$ cat config.mk
export PLATFORM = sky130hd
export DESIGN_NAME = dmem_loader
export DESIGN_NICKNAME = d
export VERILOG_FILES = /design/src/rtl/dmem_loader_pkg.sv /design/src/rtl/dmem_stream_out.sv /design/src/rtl/dmem_loader.sv
export SDC_FILE = /design/constraint.sdc
export NUM_CORES = 1
export LEC_CHECK = 0
export BUFFER_PORTS_ARGS = -buffer_cell sky130_fd_sc_hd__buf_2
export CORE_ASPECT_RATIO = 1.2
export CORE_UTILIZATION = 25
export CTS_CLUSTER_SIZE = 10
export DETAILED_ROUTE_END_ITERATION = 10
export HOLD_SLACK_MARGIN = 0.05
export PLACE_DENSITY = 0.49
export SLEW_MARGIN = 20
export SYNTH_ARGS = -nofsm -noshare
export SYNTH_HDL_FRONTEND = slang
export SYNTH_SLANG_ARGS = --single-unit
$ cat constraint.sdc
create_clock -name CLOCK_50 -period 4.1 [get_ports CLOCK_50]
set_input_delay 0.205 -clock CLOCK_50 [delete_from_list [all_inputs] [get_ports CLOCK_50]]
set_output_delay 0.205 -clock CLOCK_50 [all_outputs]
set_load 0.1 [all_outputs]
$ cat src/rtl/dmem_loader_pkg.sv
// Shared state encoding and memory-layout helpers for dmem_loader.
package dmem_loader_pkg;

  typedef enum logic [2:0] {
    S_LOAD,
    S_RUN,
    S_RD_REQ,
    S_RD_WAIT,
    S_SEND,
    S_CHK,
    S_FIN
  } state_t;

  function automatic int calc_load_words(input int m, input int n, input int n2);
    return m * n + n * n2;
  endfunction

  // Result region sits directly after both operand matrices.
  function automatic int calc_res_base(input int m, input int n, input int n2);
    return calc_load_words(m, n, n2);
  endfunction

  function automatic int calc_res_words(input int m, input int n2);
    return m * n2;
  endfunction

  function automatic int calc_idx_w(input int m, input int n, input int n2);
    return $clog2(calc_load_words(m, n, n2) + 1);
  endfunction

endpackage

$ cat src/rtl/dmem_stream_out.sv
// Output holding register for the result stream; load wins over pop so a
// new word can replace the one being accepted in the same cycle.
module dmem_stream_out #(
  parameter int WIDTH = 32
) (
  input  logic             clk,
  input  logic             rst,
  input  logic             load,
  input  logic [WIDTH-1:0] load_data,
  input  logic             load_last,
  input  logic             pop,
  output logic             out_valid,
  output logic [WIDTH-1:0] out_data,
  output logic             out_last
);

  always_ff @(posedge clk) begin
    if (rst) begin
      out_valid <= 1'b0;
      out_data  <= '0;
      out_last  <= 1'b0;
    end else if (load) begin
      out_valid <= 1'b1;
      out_data  <= load_data;
      out_last  <= load_last;
    end else if (pop && out_valid) begin
      out_valid <= 1'b0;
    end
  end

endmodule

$ cat src/rtl/dmem_loader.sv
// Loads operand matrices into CPU data memory, runs the CPU, then streams the
// result region back out. Optional trailing checksum word: DMEM_LOADER_CHECKSUM_EN.
module dmem_loader
  import dmem_loader_pkg::*;
#(
  parameter int M      = 100,
  parameter int N      = 50,
  parameter int N2     = 2,
  parameter int WIDTH  = 32,
  parameter int ADDR_W = 16
) (
  input  logic              CLOCK_50,
  input  logic              rst,
  input  logic              in_valid,
  input  logic [WIDTH-1:0]  in_data,
  output logic              in_ready,
  output logic              cpu_rst,
  input  logic              cpu_done,
  output logic              mem_own,
  output logic              mem_we,
  output logic [ADDR_W-1:0] mem_addr,
  output logic [WIDTH-1:0]  mem_wdata,
  input  logic [WIDTH-1:0]  mem_rdata,
  output logic              out_valid,
  output logic [WIDTH-1:0]  out_data,
  output logic              out_last,
  input  logic              out_ready,
  output logic              finished
);

  localparam int LOAD_WORDS = calc_load_words(M, N, N2);
  localparam int RES_BASE   = calc_res_base(M, N, N2);
  localparam int RES_WORDS  = calc_res_words(M, N2);
  localparam int IDX_W      = calc_idx_w(M, N, N2);

  if ((longint'(RES_BASE) + longint'(RES_WORDS)) > (longint'(1) << ADDR_W)) begin : g_addr_range
    $error("dmem_loader: result region does not fit in ADDR_W address space");
  end

  state_t           state, state_next;
  logic [IDX_W-1:0] idx, idx_next;
  logic             accept, load_last_word, res_last, pop;
  logic             sr_load, sr_last;
  logic [WIDTH-1:0] sr_data;

  assign accept         = in_ready && in_valid;
  assign pop            = out_valid && out_ready;
  assign load_last_word = (idx == IDX_W'(LOAD_WORDS - 1));
  assign res_last       = (idx == IDX_W'(RES_WORDS - 1));

  // cpu_rst and finished are registered decodes of the upcoming state.
  always_ff @(posedge CLOCK_50) begin
    if (rst) begin
      state    <= S_LOAD;
      idx      <= '0;
      cpu_rst  <= 1'b1;
      finished <= 1'b0;
    end else begin
      state    <= state_next;
      idx      <= idx_next;
      cpu_rst  <= (state_next == S_LOAD);
      finished <= (state_next == S_FIN);
    end
  end

  always_comb begin
    state_next = state;
    idx_next   = idx;
    case (state)
      S_LOAD: begin
        if (accept) begin
          if (load_last_word) begin
            idx_next   = '0;
            state_next = S_RUN;
          end else begin
            idx_next = idx + 1'b1;
          end
        end
      end
      S_RUN:     if (cpu_done) state_next = S_RD_REQ;
      S_RD_REQ:  state_next = S_RD_WAIT;
      S_RD_WAIT: state_next = S_SEND;
      S_SEND: begin
        if (pop) begin
          if (res_last) begin
`ifdef DMEM_LOADER_CHECKSUM_EN
            state_next = S_CHK;
`else
            state_next = S_FIN;
`endif
          end else begin
            idx_next   = idx + 1'b1;
            state_next = S_RD_REQ;
          end
        end
      end
`ifdef DMEM_LOADER_CHECKSUM_EN
      S_CHK:     if (pop) state_next = S_FIN;
`endif
      S_FIN:     state_next = S_FIN;
      default:   state_next = S_LOAD;
    endcase
  end

  // Memory-side outputs are forced idle whenever rst is high.
  always_comb begin
    in_ready  = 1'b0;
    mem_own   = 1'b0;
    mem_we    = 1'b0;
    mem_addr  = '0;
    mem_wdata = '0;
    if (!rst) begin
      case (state)
        S_LOAD: begin
          in_ready = 1'b1;
          mem_own  = 1'b1;
          mem_addr = ADDR_W'(idx);
          if (in_valid) begin
            mem_we    = 1'b1;
            mem_wdata = in_data;
          end
        end
        S_RD_REQ, S_RD_WAIT: begin
          mem_own  = 1'b1;
          mem_addr = ADDR_W'(RES_BASE) + ADDR_W'(idx);
        end
        default: ;
      endcase
    end
  end

`ifdef DMEM_LOADER_CHECKSUM_EN
  logic [WIDTH-1:0] csum;

  always_ff @(posedge CLOCK_50) begin
    if (rst) begin
      csum <= '0;
    end else if (state == S_SEND && pop) begin
      csum <= csum + out_data;
    end
  end

  // The checksum word replaces the final result word as it is accepted.
  assign sr_load = (state == S_RD_WAIT) || (state == S_SEND && pop && res_last);
  assign sr_data = (state == S_RD_WAIT) ? mem_rdata : csum + out_data;
  assign sr_last = (state != S_RD_WAIT);
`else
  assign sr_load = (state == S_RD_WAIT);
  assign sr_data = mem_rdata;
  assign sr_last = res_last;
`endif

  dmem_stream_out #(
    .WIDTH(WIDTH)
  ) u_stream_out (
    .clk       (CLOCK_50),
    .rst       (rst),
    .load      (sr_load),
    .load_data (sr_data),
    .load_last (sr_last),
    .pop       (out_ready),
    .out_valid (out_valid),
    .out_data  (out_data),
    .out_last  (out_last)
  );

endmodule

# [Word-level counts from Yosys, hierarchy flattened]
# Cells that the tools add are included.
[totals] out_inout_bits=87 ff_bits=52 input_bits=69 elab_cells=54
[classes] reduce_logical=9 n_mux=25 eq_ne=11 add_sub_neg=2
[ops] cell="$mux W32" n=3
[ops] cell="$mux W13" n=4
[ops] cell="$pmux W14 S2" n=1
[ops] cell="$pmux W13 S2" n=1
[ops] cell="$pmux W3 S6" n=1
[ops] cell="$mux W3" n=5
[ops] cell="$add A13 B13 Y14 const A" n=1
[ops] cell="$mux W14" n=1
[ops] cell="$add A13 B1 Y13 const B" n=1
[ops] cell="$eq A13 B13 Y1 const B" n=1
[ops] cell="$eq A13 B8 Y1 const B" n=1
[ops] cell="$eq A3 B3 Y1 const B" n=3
[ops] cell="$mux W1" n=9
[ops] cell="$eq A3 B2 Y1 const B" n=2
[ops] cell="$logic_not A3 Y1" n=2
[ops] cell="$ne A2 B2 Y1 const B" n=3
[ops] cell="$reduce_and A4 Y1" n=1
[ops] cell="$reduce_bool A2 Y1" n=2
[ops] cell="$eq A3 B1 Y1 const B" n=1
[ops] cell="$reduce_or A3 Y1" n=1
[ops] cell="$logic_and A1 B1 Y1" n=2
[ops] cell="$reduce_or A2 Y1" n=1

# [Depth between registers and ports, before layout]
# Gate-level depths: netlist (run 1).
[depth] depth_word=7 ltp_mapped=8 mapped_depth_nobuf=6

# [Hierarchy]
# Synthesis (run 1) repeated with hierarchy kept, for this count alone.
[hier_totals] cells_unflattened=349 area_unflattened_um2=2967.8
[by_module_without_submodules] module="dmem_loader" seq_area_each_um2=360.3 area_each_um2=1729.2 cells_per_inst=238 instances=1
[by_module_without_submodules] module="dmem_stream_out" seq_area_each_um2=680.7 area_each_um2=1238.7 cells_per_inst=111 instances=1

# [Worst setup path before layout (run 1)]
# No wires, ideal clock.
[synth_path] path_type="register to output" from="reg idx[2]" to="out mem_addr[10]" path_slack_ns=0.426 required_time_ns=3.895 stages_incl_launch_ff=7 arrival_ns=3.469 path_buffers=0 path_cell_list="dfxtp_1 > inv_1 > ha_1 > nand2b_1 > a41oi_1 > nor2_1 > a211oi_1"
[synth_via] elab_chain_cells=3
[synth_rtl] element="from (decl)" line="dmem_loader.sv:41" text="logic [IDX_W-1:0] idx, idx_next;"
[synth_rtl] element="from (signal assigned)" line="dmem_loader.sv:60" text="idx <= idx_next;"
[synth_rtl] element="$add A13 B13 Y14" line="dmem_loader.sv:125" text="mem_addr = ADDR_W'(RES_BASE) + ADDR_W'(idx);"
[synth_rtl] element="$pmux W14 S2" line="dmem_loader.sv:113" text="case (state)"
[synth_rtl] element="$mux W14" line="dmem_loader.sv:112" text="if (!rst) begin"
[synth_rtl] element="to (decl)" line="dmem_loader.sv:21" text="output logic [ADDR_W-1:0] mem_addr,"
# No other way between the ends.

# [Final worst setup path (run 1)]
[layout_path] from="reg idx[2]" to="out mem_addr[12]"
# Same word-level chain as after synthesis.

==> reports/metrics.sh, run 1 <==
DRT_DRC_VIOLATIONS_LEFT=0
WORSTPATHCELLLIST='inv_1 -> ha_1 -> nand2b_1 -> a41oi_1 -> nand4_1 -> a31oi_1 -> buf_2'
FF_LATCH_AREA_MM2=0.00104
CRIT_PATH_START='idx[2]'
MULTI_INPUT_AREA_MM2=0.00163
CLKLATENCYLATEPIN_NS=0.29
SYNTHARSTFLOPSHARE_PCT=0
POWER-PER-CELL-AREA_mW_PER_MM2=297
YOSYSWARNINGCOUNT=0
SYNTH_SEQUENTIAL_AREA_RATIO_PCT=35.8
POST-ROUTE-MIN-PERIOD_NS=2.64
WORST_IR_DROP_VDD_V=0.000162
MIN_PATH_TYPE='in -> reg'
MAXCAPVIOLCOUNT=0
SYN_AREA_MM2=0.00291
LAYOUT.CELLS.MOST_COMMON='buf_2'
WORST_SETUP_PATH_END_KIND='primary output'
LAYOUT_WORST_PATH_CYCLE_SHARE_PCT=64.5
CTS_TREE='yes'
DIE_H_UM=120
FINAL_CELL_MIX='buf_2, nand2_1, a21oi_1'
FLOORPLAN.INITIALDENSITY_PCT=26.0
OUTCOME='completed'
FP-ROW-COUNT=42
GRT_PASS1_WL_MM=14.1
SYNTH_COMPOUND_GATE_AREA_SHARE_PCT=19.8
MAXCLOCKFREQUENCY_MHz=378
DRT-VIAS-PER-INSTANCE=4.64
NON_FILLER_CELLS_FINAL=669
FLOORPLAN.IO_PINS=156
CP.REQUIRED_NS=3.89
CTS_SINKS=52
P_INT_W=0.000781
FINALSETUPTNS_NS=0
SYNTH_CELL_TYPES=44
GRT_MAX_DEGREE=43
WHS_NS=0.141
WORST_SLEW_MARGIN_REL_PCT=39.8
SYNTH_FF_TYPE='dfxtp_1'
CTS_MAX_LEVEL=2
SYNTH_SEQ_CELLS=52
POST_SYNTH_MUX_AREA_SHARE_PCT=0.344
POST_CTS.RESIZED_INSTANCES=0
YOSYS.AREA_SHARE.XOR_XNOR_PCT=0
GLOBALPLACE.CONGESTION=0.780
DESIGN_AREA_FINAL_MM2=0.00386
PATH_BUF_INV=2
SWITCHING_SHARE_PCT=32.0
POWER.NET_SWITCHING_W=0.000367
ROUTED_WL_MM=8.89
IO_BUFFERS=153
POST_ROUTE_CELLS_DRIVE_ABOVE_1_SHARE_PCT=33.4
DRT_ITER0_MARKERS=124
CTS_INSERTED_BUFFERS=5
MAIN_COMBINATIONAL_CELL_FAMILY_BY_AREA_AFTER_SYNTHESIS='simple AND/OR/NAND/NOR gates'
FINAL-SETUP-VIOL-COUNT=0
CTS-HOLD-FIX-BUFFERS=0
FILL_CELLS=1221
SYNTH_AREA_PER_CELL_UM2=7.51
CLK_PIN_SLEW_WORST_PATHS_NS=0.08
POST-DP-HPWL_MM=6.58
FINAL-HOLD-VIOLATION-COUNT=0
FINAL_CRITICAL_PATH_SETUP_SLACK_NS=1.46
ANTENNA_FOUND_INITIAL=0
PLACED_INST_AREA_MM2=0.00368
GRT_SETUP_UNREPAIRED='no'
COREAREA_MM2=0.0112
SEQ_POWER_SHARE_PCT=44.2
ANT_NETS=0
CLOCK_SKEW_NS=0.00642
COMBINATIONALPOWERSHARE_PCT=18.1
AREA_DELTA_SYNTH_FINAL_PCT=32.9
SYNTH_AREA_LEADERS='dfxtp_1, nand2_1, a21oi_1, and3_1, or4_1'
SYNTH_TOP_AREA_SHARE_PCT=35.8
REG2REG_FROM='state[1]'
VIAS_IN_THE_FIRST_GLOBAL_ROUTE=2705
DIE_AREA_MM2=0.0121
SETUP.WORST_PATH.CLASS='reg -> out'
P_CLK_SHARE_PCT=37.8
PLACEDCELLCOUNT=659
INSERTEDDIODECOUNT=0
CTS_POST_SETUP_BUFFERS_INSERTED=0
VIAS=3103
WORSTMARGINPINSLEW_NS=0.901
WORST_PATH_LARGEST_CELL_DELAY_NS=0.49
POST_DRT_WL_PER_CELL_UM=13.3
FINISH.NET_COUNT=589
FINAL_MAX_SLEW_VIOL_COUNT=0
POSTSYNTHCELLCOUNT=387
SYNTH_AREA_LEADER_CELL='dfxtp_1'
P_LEAK_nW=1.74
PATH_DELAY_FAMILY='buffers and inverters'
TIMING.CRITICAL_PATH.SLOWEST_STAGE_CELL='dfxtp_1'
SYNTH_EDF_COUNT=0
CTS-ROOT-TO-SINK-BUFFERS=2
POST_SYNTH_AND_OR_NAND_NOR_AREA_FRACTION_PCT=33.0
GRT.OVERFLOW.TOTAL=0
MASTER_CELL_OF_THE_CLOCK_ROOT_BUFFER='clkbuf_16'
PRECTSSETUPSLACK_NS=1.54
GROUTE.USAGE.OVERALL_PCT=14.4
FIRSTDRTPASSITERS=4
CHIPWIDTH_UM=100
START_KIND='flop'
CP_MAX_FO=8
WORST_HOLD_STARTPOINT='mem_rdata[1]'
YOSYS.AREA_SHARE.ADDER_PCT=2.58
WORST-ENDPOINT-ARRIVAL_NS=2.44
[final cells by class]
class / instances / share of cell area (%)
Inverter: 11 / 1.07
Timing Repair Buffer: 157 / 20.8
Sequential cell: 52 / 27.0
Clock buffer: 5 / 3.24
Tap cell: 154 / 4.99
Multi-Input combinational cell: 287 / 42.3
Clock inverter: 3 / 0.648
[worst reg2reg max path: stages (launching register included)]
cell	delay [ns]
dfxtp_1	0.53
nor2b_1	0.66
and2_1	0.66
buf_4	0.34
nand2_1	0.10
a21oi_1	0.12
[registers in the layout, indices dropped and copies added, names as in the netlist]
signal / cells
u_stream_out.out_data: 32
idx: 13
state: 3
cpu_rst: 1
finished: 1
u_stream_out.out_last: 1
u_stream_out.out_valid: 1
[routing by layer]
layer	up-vias	GRT usage, %	wire length, um
met4	0	2.72	64
met2	54	24.7	4510
li1	1615	-	-
met1	1428	18.8	3990
met5	-	0	0
met3	6	2.62	331
[synthesized netlist by cell type (2+ instances only)]
master     count
buf_6          5
nand2_1       78
or4b_1         2
and2_1         2
nor3_1         5
a21oi_1       58
nand4_1        8
nor4_4         2
o31ai_1        9
and3_1        35
dfxtp_1       52
a31oi_1        5
buf_4          3
o41ai_1        3
clkbuf_1      22
or4_1         12
inv_1         11
or3_1          4
nand2b_1       5
nand4bb_1      2
o31a_1         3
ha_1           6
nor2_1        16
buf_2          8
nand3_1        4
o21ai_0        9
[worst paths after layout]
check / slack (ns) / end / depth (start not counted)
setup / recovery: 1.46 / mem_addr[12] / 7
hold / removal: 0.14 / u_stream_out.out_data[1] / 3
setup reg to reg: 1.62 / u_stream_out.out_data[27] / 5
hold reg to reg: 0.45 / u_stream_out.out_data[0] / 2
[cells by family after synthesis]
| group | count (synthesis) |
|---|---|
| AND/OR/NAND/NOR | 181 |
| AO/OA/AOI/OAI | 97 |
| flip-flops | 52 |
| buffers and inverters | 49 |
| adder cells (fa/ha/maj) | 6 |
| multiplexers | 1 |
| other | 1 |
[power by group through the flow]
stage | clock (W) | sequential [W] | combinational, W
finish | 0.000434 | 0.000507 | 0.000208
CTS | 0.000452 | 0.000507 | 0.000207
detailed placement | 0 | 0.000519 | 0.000207
floorplan | 0 | 0.000518 | 0.000153
global route | 0.000468 | 0.000507 | 0.000216
global placement | 0 | 0.000519 | 0.000206
[per-stage QoR]
step,util [%],power [W]
2_1_floorplan,-,0.000671
3_3_place_gp,32.9,0.000725
3_5_place_dp,32.9,0.000726
4_1_cts,34.2,0.00117
5_1_grt,34.5,0.00119
6_report,34.5,0.00115
No activity file was read; power rests on OpenSTA's default activity.
==> run 2, diff against run 1 <==
clock period = 2.75 ns   (was 4.1 ns; I/O delays follow)
==> run 2 against run 1 <==
Net effect: flip-flop and latch count stayed put; clock power is 47% higher; worst setup slack worse by 1.3 ns; global-route usage rose by 0.61 points; critical path depth did not move; register-to-register slack worse by 1.1 ns; clock-buffer cell count did not move; critical endpoint unchanged; largest power group unchanged.
==> reports/metrics.sh, run 2 (synthesis results as in run 1) <==
FINAL-SETUP-VIOL-COUNT=0  # unchanged
POST-DP-HPWL_MM=6.71  # was 6.58 mm
GROUTE.USAGE.OVERALL_PCT=15.0  # was 14.4%
GLOBALROUTE.BUSIESTLAYER='met2'  # unchanged
WORST_SETUP_PATH_END_KIND='primary output'  # unchanged
DIE_AREA_MM2=0.0121  # unchanged
FIRSTDRTPASSITERS=4  # unchanged
P_CLK_SHARE_PCT=37.4  # was 37.8%
GLOBALPLACE.CONGESTION=0.780  # about the same
CLOCK_SKEW_NS=0.00683  # was 0.00642 ns
ANT_NETS=0  # unchanged
CHIPWIDTH_UM=100  # unchanged
POWER-PER-CELL-AREA_mW_PER_MM2=433  # was 297 mW/mm2
SEQ_POWER_SHARE_PCT=44.4  # was 44.2%
LARGEST_REGISTER_BY_FLOP_COUNT='u_stream_out.out_data'  # unchanged
DRT_DRC_VIOLATIONS_LEFT=0  # unchanged
MET3_TRACK_DEMAND_OVER_RESOURCE_PCT=2.85  # was 2.62%
POST-ROUTE-MIN-PERIOD_NS=2.57
CTS_TREE='yes'  # unchanged
LAYOUT.CELLS.MOST_COMMON='buf_2'  # unchanged
FINAL_CRITICAL_PATH_SETUP_SLACK_NS=0.183  # was 1.46 ns
OUTCOME='completed'  # unchanged
REG.LARGEST.LIST='u_stream_out.out_data: 32 flops, idx: 13 flops, state: 3 flops'  # unchanged
DIE_H_UM=120  # unchanged
DRT_ITER0_MARKERS=143  # was 124
GR-USAGE-MET2_PCT=26.1  # was 24.7%
IO_BUFFERS=153  # unchanged
P_INT_W=0.00116  # was 0.000781 W
POWER.NET_SWITCHING_W=0.000540  # was 0.000367 W
SWITCHING_SHARE_PCT=31.7  # was 32.0%
POST_ROUTE_CELLS_DRIVE_ABOVE_1_SHARE_PCT=34.9  # was 33.4%
CTS_POST_SETUP_BUFFERS_INSERTED=0  # unchanged
VIAS=3205  # was 3103
FINAL_CELL_MIX='buf_2, nand2_1, a21oi_1'  # unchanged
P_LEAK_nW=1.79  # was 1.74 nW
FP-ROW-COUNT=42  # unchanged
COREAREA_MM2=0.0112  # unchanged
CLK_PIN_SLEW_WORST_PATHS_NS=0.07  # was 0.08 ns
VIAS_IN_THE_FIRST_GLOBAL_ROUTE=2903  # was 2705
WORST_SLEW_MARGIN_REL_PCT=31.6  # was 39.8%
GRT_SETUP_UNREPAIRED='no'  # unchanged
CTS-HOLD-FIX-BUFFERS=0  # unchanged
MASTER_CELL_OF_THE_CLOCK_ROOT_BUFFER='clkbuf_16'  # unchanged
ANTENNA_FOUND_INITIAL=0  # unchanged
GRT_PASS1_WL_MM=14.6  # was 14.1 mm
WORSTMARGINPINSLEW_NS=1.03  # was 0.901 ns
FINAL-HOLD-VIOLATION-COUNT=0  # unchanged
DRT-VIAS-PER-INSTANCE=4.73  # was 4.64
SETUP.WORST_PATH.CLASS='reg -> out'  # unchanged
FINAL_MAX_SLEW_VIOL_COUNT=0  # unchanged
WORST-ENDPOINT-ARRIVAL_NS=2.43  # was 2.44 ns
MIN_PATH_TYPE='in -> reg'  # unchanged
AREA_DELTA_SYNTH_FINAL_PCT=35.3  # was 32.9%
INSERTEDDIODECOUNT=0  # unchanged
MAXCAPVIOLCOUNT=0  # unchanged
CTS_INSERTED_BUFFERS=5  # unchanged
CP.REQUIRED_NS=2.61  # was 3.89 ns
GRT.OVERFLOW.TOTAL=0  # unchanged
LAYOUT_WORST_PATH_CYCLE_SHARE_PCT=93.3
MAXCLOCKFREQUENCY_MHz=390
FLOORPLAN.IO_PINS=156  # unchanged
FLOORPLAN.INITIALDENSITY_PCT=26.0  # unchanged
FINISH.NET_COUNT=598  # was 589
POST_DRT_WL_PER_CELL_UM=13.5  # was 13.3 um
GRT_MAX_DEGREE=37  # was 43
CTS_SINKS=52  # unchanged
FINALSETUPTNS_NS=0  # unchanged
POST_CTS.RESIZED_INSTANCES=0  # unchanged
CP_MAX_FO=8  # unchanged
CTS-ROOT-TO-SINK-BUFFERS=2  # unchanged
COMBINATIONALPOWERSHARE_PCT=18.2  # was 18.1%
CLKLATENCYLATEPIN_NS=0.29  # about the same
START_KIND='flop'  # unchanged
GRT_USE_MET1_PCT=19.0  # was 18.8%
MAX_REG_FLOPS=32  # unchanged
PRECTSSETUPSLACK_NS=0.504  # was 1.54 ns
WORST_IR_DROP_VDD_V=0.000223  # was 0.000162 V
ROUTED_WL_MM=9.14  # was 8.89 mm
CTS_MAX_LEVEL=2  # unchanged
## run 2: path summary, 6_finish.rpt
| path | to | slack, ns | from | cells past startpoint |
|---|---|---|---|---|
| min | u_stream_out.out_data[14] | 0.08 | mem_rdata[14] | 3 |
| max | mem_addr[12] | 0.18 | idx[2] | 7 |
| min reg2reg | u_stream_out.out_data[17] | 0.45 | u_stream_out.out_data[17] | 2 |
| max reg2reg | idx[7] | 0.57 | state[2] | 4 |
## run 2: power groups by stage
stage          logic, W  clock network (W)  registers (W)
5_1_grt        0.000325           0.000687       0.000756
3_5_place_dp   0.000311                  0       0.000774
3_3_place_gp   0.000309                  0       0.000774
4_1_cts        0.000312           0.000658       0.000756
2_1_floorplan  0.000228                  0       0.000773
6_report       0.000310           0.000637       0.000756
## run 2: metal layers
metal  routed length [um]  share of wire, %  vias up
li1                     -                 -     1635
met1                 3950                43     1485
met2                 4730                52       77
met3                  351               3.8        8
met4                  114               1.2        0
met5                    0                 0        -
## run 2: area by class of cell
type,instances,area (um2)
clock buffers,5,125
well taps,154,193
flip-flops and latches,52,1040
inverters,11,41.3
multi-input cells,287,1650
repair buffers,166,863
fillers,1215,7260
clock inverters,3,22.5
## run 2: through the flow
stage / std cells / hold WS, ns / utilization [%] / instance area, um2 / power (W)
6_report: 678 / 0.0783 / 35.1 / 3930 / 0.00170
5_1_grt: 678 / 0.0771 / 35.1 / 3930 / 0.00177
4_1_cts: 678 / 0.0713 / 35.1 / 3930 / 0.00173
3_5_place_dp: 670 / 0.382 / 33.8 / 3780 / 0.00108
3_3_place_gp: 670 / 0.378 / 33.8 / 3780 / 0.00108
2_1_floorplan: 388 / 0.232 / - / 2930 / 0.00100
## run 2: worst max-delay path: stages, from the launching register on
cell      delay, ns
dfxtp_1        0.47
inv_1          0.12
ha_1           0.24
nand2b_1       0.24
a41oi_1        0.28
nand4_1        0.15
a31oi_2        0.18
buf_2          0.45
